### src/rtl/dmem_arb_pkg.sv
// Shared definitions for the dmem arbiter.
//   arb_state_e : which port owns the dmem access in the current cycle
//   req_id_e    : requester identifiers, used for the round-robin history
package dmem_arb_pkg;

    typedef enum logic [1:0] {
        ST_IDLE    = 2'd0,
        ST_GNT_CPU = 2'd1,
        ST_GNT_DBG = 2'd2
    } arb_state_e;

    typedef enum logic {
        REQ_CPU = 1'b0,
        REQ_DBG = 1'b1
    } req_id_e;

endpackage

### src/rtl/dmem_arbiter_rr_arb2.sv
// rr_arb2: combinational two-way round-robin pick with a dbg lock and a cpu force.
// Ports:
//   req_cpu_i, req_dbg_i : live requests
//   last_dbg_i           : 1 when dbg was the last port served
//   lock_i               : dbg wants to keep the grant while it keeps requesting
//   force_cpu_i          : cpu has waited too long; overrides everything
//   gnt_valid_o          : some port is granted this decision
//   gnt_dbg_o            : 1 = dbg granted, 0 = cpu granted (meaningful with gnt_valid_o)
module rr_arb2 (
    input  logic req_cpu_i,
    input  logic req_dbg_i,
    input  logic last_dbg_i,
    input  logic lock_i,
    input  logic force_cpu_i,
    output logic gnt_valid_o,
    output logic gnt_dbg_o
);

    always_comb begin
        gnt_valid_o = req_cpu_i | req_dbg_i;
        gnt_dbg_o   = 1'b0;
        if (force_cpu_i) begin
            gnt_dbg_o = 1'b0;
        end else if (req_cpu_i && req_dbg_i) begin
            // A locked dbg burst keeps the grant; otherwise alternate.
            if (last_dbg_i && lock_i) begin
                gnt_dbg_o = 1'b1;
            end else begin
                gnt_dbg_o = ~last_dbg_i;
            end
        end else begin
            gnt_dbg_o = req_dbg_i;
        end
    end

endmodule

### src/rtl/dmem_arbiter.sv
// dmem_arbiter: shares the single-port dmem between the cpu load/store port and a
// debug/loader port. One word per grant; read data returns the cycle after the grant.
// Ports:
//   clk, reset                      : clock, synchronous active-high reset
//   cpu_req/we/addr/wdata           : cpu request (held until cpu_gnt)
//   cpu_gnt, cpu_rvalid, cpu_rdata  : cpu grant and read return
//   dbg_*                           : same as cpu_*, plus dbg_lock for bursts
//   mem_en/we/addr/wdata, mem_rdata : dmem interface (registered-read memory)
//   cpu_wait                        : cycles the pending cpu request has been passed over
module dmem_arbiter
    import dmem_arb_pkg::*;
#(
    parameter int ADDR_W   = 8,
    parameter int DATA_W   = 32,
    parameter int MAX_WAIT = 8
) (
    input  logic              clk,
    input  logic              reset,
    input  logic              cpu_req,
    input  logic              cpu_we,
    input  logic [ADDR_W-1:0] cpu_addr,
    input  logic [DATA_W-1:0] cpu_wdata,
    output logic              cpu_gnt,
    output logic              cpu_rvalid,
    output logic [DATA_W-1:0] cpu_rdata,
    input  logic              dbg_req,
    input  logic              dbg_we,
    input  logic [ADDR_W-1:0] dbg_addr,
    input  logic [DATA_W-1:0] dbg_wdata,
    input  logic              dbg_lock,
    output logic              dbg_gnt,
    output logic              dbg_rvalid,
    output logic [DATA_W-1:0] dbg_rdata,
    output logic              mem_en,
    output logic              mem_we,
    output logic [ADDR_W-1:0] mem_addr,
    output logic [DATA_W-1:0] mem_wdata,
    input  logic [DATA_W-1:0] mem_rdata,
    output logic [3:0]        cpu_wait
);

    localparam logic [3:0] WAIT_MAX = 4'(MAX_WAIT);

    arb_state_e        state_q, state_d;
    req_id_e           last_q, last_d;
    logic [3:0]        wait_q, wait_d;
    logic              mem_we_q, mem_we_d;
    logic [ADDR_W-1:0] mem_addr_q, mem_addr_d;
    logic [DATA_W-1:0] mem_wdata_q, mem_wdata_d;
    logic              cpu_rv_q, cpu_rv_d;
    logic              dbg_rv_q, dbg_rv_d;

    logic pick_valid;
    logic pick_dbg;
    logic force_cpu;

    // Starvation guard only matters while the cpu is actually asking.
    assign force_cpu = cpu_req && (wait_q == WAIT_MAX);

    rr_arb2 u_rr_arb2 (
        .req_cpu_i   (cpu_req),
        .req_dbg_i   (dbg_req),
        .last_dbg_i  (last_q == REQ_DBG),
        .lock_i      (dbg_lock),
        .force_cpu_i (force_cpu),
        .gnt_valid_o (pick_valid),
        .gnt_dbg_o   (pick_dbg)
    );

    always_comb begin
        state_d     = ST_IDLE;
        last_d      = last_q;
        mem_we_d    = 1'b0;
        mem_addr_d  = '0;
        mem_wdata_d = '0;
        wait_d      = '0;

        if (pick_valid) begin
            if (pick_dbg) begin
                state_d     = ST_GNT_DBG;
                last_d      = REQ_DBG;
                mem_we_d    = dbg_we;
                mem_addr_d  = dbg_addr;
                mem_wdata_d = dbg_wdata;
            end else begin
                state_d     = ST_GNT_CPU;
                last_d      = REQ_CPU;
                mem_we_d    = cpu_we;
                mem_addr_d  = cpu_addr;
                mem_wdata_d = cpu_wdata;
            end
        end

        if (cpu_req && !(pick_valid && !pick_dbg)) begin
            wait_d = (wait_q >= WAIT_MAX) ? WAIT_MAX : wait_q + 4'd1;
        end

        // The access issued this cycle returns data next cycle, to its owner.
        cpu_rv_d = (state_q == ST_GNT_CPU) && !mem_we_q;
        dbg_rv_d = (state_q == ST_GNT_DBG) && !mem_we_q;
    end

    always_ff @(posedge clk) begin
        if (reset) begin
            state_q     <= ST_IDLE;
            last_q      <= REQ_DBG;  // cpu wins the first tie
            wait_q      <= '0;
            mem_we_q    <= 1'b0;
            mem_addr_q  <= '0;
            mem_wdata_q <= '0;
            cpu_rv_q    <= 1'b0;
            dbg_rv_q    <= 1'b0;
        end else begin
            state_q     <= state_d;
            last_q      <= last_d;
            wait_q      <= wait_d;
            mem_we_q    <= mem_we_d;
            mem_addr_q  <= mem_addr_d;
            mem_wdata_q <= mem_wdata_d;
            cpu_rv_q    <= cpu_rv_d;
            dbg_rv_q    <= dbg_rv_d;
        end
    end

    assign cpu_gnt    = (state_q == ST_GNT_CPU);
    assign dbg_gnt    = (state_q == ST_GNT_DBG);
    assign mem_en     = cpu_gnt | dbg_gnt;
    assign mem_we     = mem_we_q;
    assign mem_addr   = mem_addr_q;
    assign mem_wdata  = mem_wdata_q;
    assign cpu_rvalid = cpu_rv_q;
    assign dbg_rvalid = dbg_rv_q;
    // Memory output is only forwarded to the port that owns the returning read.
    assign cpu_rdata  = cpu_rv_q ? mem_rdata : '0;
    assign dbg_rdata  = dbg_rv_q ? mem_rdata : '0;
    assign cpu_wait   = wait_q;

endmodule

### config.mk
export PLATFORM = sky130hd
export DESIGN_NAME = dmem_arbiter
export DESIGN_NICKNAME = d
export VERILOG_FILES = /design/src/rtl/dmem_arb_pkg.sv /design/src/rtl/dmem_arbiter_rr_arb2.sv /design/src/rtl/dmem_arbiter.sv
export SDC_FILE = /design/constraint.sdc
export NUM_CORES = 1
export LEC_CHECK = 0
export BUFFER_PORTS_ARGS = -buffer_cell sky130_fd_sc_hd__buf_2
export CORE_AREA = 2 2 90 92
export DETAILED_ROUTE_END_ITERATION = 10
export DIE_AREA = 0 0 92 94
export GPL_TIMING_DRIVEN = 0
export PLACE_DENSITY = 0.74
export SKIP_CTS_REPAIR_TIMING = 1
export SKIP_LAST_GASP = 1
export SYNTH_ARGS = -nofsm -noshare
export SYNTH_HDL_FRONTEND = slang
export SYNTH_SLANG_ARGS = --single-unit
### constraint.sdc
create_clock -name clk -period 2.7 [get_ports clk]
set_input_delay 0.405 -clock clk [delete_from_list [all_inputs] [get_ports clk]]
set_output_delay 0.405 -clock clk [all_outputs]
set_load 0.005 [all_outputs]
# Yosys cells after proc, flatten, opt, wreduce, memory -nomap -nowiden
# Index checks and enable logic that the tools add are counted.
[op_classes]
order_cmp = 1
n_reduce_logical = 13
addsub = 1
bitwise = 5
n_eq_ne = 3
muxes = 11
[ops]
columns = ["op", "count"]
rows = [
  ["2-to-1 mux 32 bit", 3],
  ["2-to-1 mux 8 bit", 1],
  ["logical AND 1 bit", 7],
  ["2-to-1 mux 1 bit", 5],
  ["adder 4 x 1 -> 4 bit (second input constant)", 1],
  ["== test 4 bit (second input constant)", 1],
  ["greater-or-equal comparator 4 bit (second input constant)", 1],
  ["2-to-1 mux 4 bit", 1],
  ["OR reduction 2 bit", 2],
  ["zero test 1 bit", 3],
  ["inverter 1 bit", 3],
  ["OR reduction 3 bit", 1],
  ["== test 2 x 1 -> 1 bit (second input constant)", 1],
  ["== test 2 bit (second input constant)", 1],
  ["2-to-1 mux 2 bit", 1],
  ["bitwise OR 1 bit", 2],
]
[totals]
elab_cells = 43
inputBits = 119
reg_bits = 50
out_inout_bits = 114

# Logic depth before layout (Yosys ltp)
[logic_depth]
ltp_word = 10
ltp_mapped = 7
ltp_nobuf = 5

# Modules after synthesis
# Synthesis repeated with hierarchy kept, for this count alone.
[hier_totals]
hier_cells = 198
area_unflattened_um2 = 2078.2
[by_module_without_submodules]
columns = ["mod", "n_inst", "cells_each", "seq_area_each_um2", "area_each_um2"]
rows = [
  ["dmem_arbiter", 1, 194, 1001.0, 2049.5],
  ["rr_arb2", 1, 4, 0.0, 28.8],
]

# Worst setup path after synthesis
# Ideal clock, no wire load.
[synth_timing]
path_type = "reg-to-reg"
start = "register wait_q[0] (netlist: cpu_wait[0])"
end = "register state_q[0]"
setup_time_ns = 0.115
path_slack_ns = 1.393
required_time_ns = 2.585
n_path_buf = 2
period_less_slack_ns = 1.307
t_arrival_ns = 1.193
stages_incl_launch_ff = 8
cell_sequence = "dfxtp_1 inv_1 ha_1 nand4b_1 nand3_1 buf_6 buf_6 and2_1"
[synth_via]
elab_chain_len = 4
[synth_lines]
columns = ["item", "line", "text"]
rows = [
  ["start, declared", "dmem_arbiter.sv:46", "logic [3:0] wait_q, wait_d;"],
  ["start signal, assigned", "dmem_arbiter.sv:116", "wait_q <= wait_d;"],
  ["== test 4 bit", "dmem_arbiter.sv:58", "assign force_cpu = cpu_req && (wait_q == WAIT_MAX);"],
  ["logical AND 1 bit", "dmem_arbiter.sv:58", ""],
  ["2-to-1 mux 1 bit", "dmem_arbiter_rr_arb2.sv:22", "if (force_cpu_i) begin"],
  ["2-to-1 mux 2 bit", "dmem_arbiter.sv:79", "if (pick_dbg) begin"],
  ["end signal, assigned", "dmem_arbiter.sv:114", "state_q <= state_d;"],
  ["end, declared", "dmem_arbiter.sv:44", "arb_state_e state_q, state_d;"],
]
# No other way between the ends.
# A chain may end at the register's enable or synchronous reset.

# Worst setup path after layout
[layout_timing]
start = "register cpu_rv_q (netlist: cpu_rvalid)"
end = "output port cpu_rdata[20]"
[layout_via]
elab_chain_len = 1
[layout_lines]
columns = ["item", "line", "text"]
rows = [
  ["start, declared", "dmem_arbiter.sv:50", "logic cpu_rv_q, cpu_rv_d;"],
  ["start signal, assigned", "dmem_arbiter.sv:120", "cpu_rv_q <= cpu_rv_d;"],
  ["2-to-1 mux 32 bit", "dmem_arbiter.sv:134", "assign cpu_rdata = cpu_rv_q ? mem_rdata : '0;"],
  ["end, declared", "dmem_arbiter.sv:25", "output logic [DATA_W-1:0] cpu_rdata,"],
]
# No other way between the ends.

==> key figures <==
Global routing
  – Vias in the first global route: 2,708
  – Pin count of the biggest net entering global routing: 14
  – Grt total ovfl: 0
  – First-pass GRT wire length: 12,200 um
  – Initial antenna violation count: 1
  – GRT Overall Usage: 0.177

Synth
  – Synth warnings: 0
  – Syn avg cell area: 8.97 um2
  – Synthesized instance count: 288
  – Netlist Area Pre-Place: 2580 um2
  – #FFs+latches synth: 50
  – Number of different library cells in the post-synthesis netlist: 21
  – Area leader, netlist: dfxtp_1
  – Top cell type's share of synthesized area: 0.388
  – Sequential share of the synthesized area: 0.388
  – Syn_nets: 411
  – Largest cells by area after synthesis: dfxtp_1, mux2i_1, and2_1

Job
  – Max_cap viols: 0

Clock tree
  – Skew-Pair Late Insertion Delay: 290 ps
  – H-tree lvl count: 2
  – Clk slew on worst S/H paths: 80 ps
  – Num CTS Buffers: 5
  – Clock Sinks: 50
  – Clock root buffer: clkbuf_8
  – Clock buffer depth: 2
  – CTS tree: done

Power
  – Leak pwr: 0.00231 uW
  – Pwr per Cell Area: 398 nW/um2
  – Maximum vdd drop: 0.000262 V

Drt
  – First-pass iteration count of the detailed router: 6
  – WL/cell: 12.6 um
  – Post-route DRC: 0
  – DRT iter0 DRCs: 53
  – Via Count: 2,727
  – ANT nets after route: 0
  – Via density: 4.33
  – Routed WL: 7920 um

Timing
  – Worst slew margin: 0.759
  – Max-slew violations: 0
  – Setup TNS Final: 0 ps
  – Max Freq: 584 MHz
  – RSZ-0062 raised after global routing: no
  – Worst slew pin tran: 362 ps
  – Final worst setup slack: 987 ps
  – Setup-failing EPs final: 0
  – Final worst path period share: 0.634
  – Final hold vios: 0
  – Minimum clock period: 1710 ps
  – Clock skew: 4.17 ps

Finish
  – Non-Filler Instances: 630
  – Layout area overhead: 53.0%
  – Most frequent cells in the layout: buf_2, and2_1, dfxtp_1
  – Register Area: 1000 um2
  – Share of layout cells above drive strength 1: 0.474
  – Filler cells: 744
  – Design area: 3950 um2
  – Fin nets: 650
  – Footprint of the multi-input gates: 1400 um2
  – Commonest non-fill, non-tap cell in the layout: buf_2

Min path
  – Hold path endpoint: mem_wdata[16]
  – Hold_sp: cpu_wdata[16]
  – Hold path depth: 3
  – Hold Path Class: primary input to register

Setup path
  – Reg2reg end: mem_we
  – Crit Path Category: register to output port
  – R2r setup slk: 1260 ps
  – Worst reg2reg path startpoint: cpu_wait[0]
  – Crit path launch type: register
  – Critical path required time: 2300 ps
  – Cell count of the worst reg-to-reg path: 7
  – CP arrival: 1310 ps
  – CP max FO: 10
  – CP Capture Type: output port

Placed design
  – Placed insts: 622
  – Gpl congestion: 0.834
  – Port bufs: 232
  – Placed cell areas: 3870 um2
  – Pre-CTS WS: 1210 ps
  – Detailed placement HPWL: 6810 um

Floorplan
  – Core Region: 7610 um2
  – Die footprint: 8650 um2
  – FP Rows: 32
  – Die Wd: 92 um
  – I/O Pins: 233
  – Starting Density: 0.339
  – Die H: 94 um

Outcome
  – Outcome: finished, final reports clean
==> logic make-up after synthesis <==
kind of cell / after synthesis / synth area share
compound gates: 3 / 0.00824
xor+xnor: 1 / 0.00339
fa+ha+maj: 4 / 0.0194
buf+inv: 27 / 0.0712
flops: 50 / 0.388
mux: 41 / 0.159
simple gates: 162 / 0.351
==> stage by stage <==
step	hold WS, ps	total power, uW	utilization
floorplan	445	992	-
global placement	458	1180	0.509
global route	343	1670	0.519
finish	351	1570	0.519
CTS	336	1600	0.519
detailed placement	465	1190	0.509
==> cells in the mapped netlist, drive strengths merged <==
library cell / n
clkbuf: 10
xnor2: 1
mux2i: 41
nor3: 1
nand2: 42
a31oi: 1
o21ba: 1
nand2b: 42
inv: 6
nor2b: 1
nand3: 1
ha: 4
or4b: 1
a21oi: 1
nand4b: 1
and2: 65
nor3b: 2
nand3b: 1
nor2: 5
buf: 11
dfxtp: 50
==> worst max-delay path, cell delays in order (launching register included) <==
cell and delay [ps]:
dfxtp_1 450, clkbuf_1 290, and2_1 170, buf_2 100
==> worst max-delay path by stage <==
stage | from | end | slack, ps
final | cpu_rvalid | cpu_rdata[20] | 990
after floorplan | cpu_wait[0] | state_q[0] | 1390
after global routing | cpu_rvalid | cpu_rdata[19] | 850
after CTS | dbg_rvalid | dbg_rdata[18] | 960
after global placement | reset | mem_we | 1210
after detailed placement | reset | mem_addr[4] | 1210
==> registers in the layout, indices dropped and copies added, names as in the netlist <==
name and flops:
cpu_rvalid 1, cpu_wait 4, dbg_rvalid 1, last_q 1
mem_addr 8, mem_wdata 32, mem_we 1, state_q 2
==> final cells by class <==
| class | count | share of cell area |
|---|---|---|
| Buffer | 21 | 0.0409 |
| Sequential cell | 50 | 0.253 |
| Multi-Input combinational cell | 211 | 0.354 |
| Tap cell | 102 | 0.0323 |
| Clock buffer | 7 | 0.0193 |
| Antenna cell | 1 | 0.000634 |
| Timing Repair Buffer | 232 | 0.294 |
| Inverter | 6 | 0.00570 |
==> where the power goes <==
| group | leakage, uW | total [uW] | switching [uW] | internal [uW] |
|---|---|---|---|---|
| clock network | 0.0000383 | 408 | 229 | 179 |
| logic | 0.00186 | 360 | 159 | 201 |
| registers | 0.000414 | 804 | 14.8 | 790 |
==> per-layer routing <==
metal	up-vias	global-route usage	routed length, um	share of wire
li1	1381	-	-	-
met1	1195	0.179	2820	0.36
met2	145	0.346	4210	0.53
met3	6	0.0498	802	0.10
met4	0	0.0597	78	0.0099
met5	-	0	0	0
Note: power is estimated with default switching activity, not from simulation.
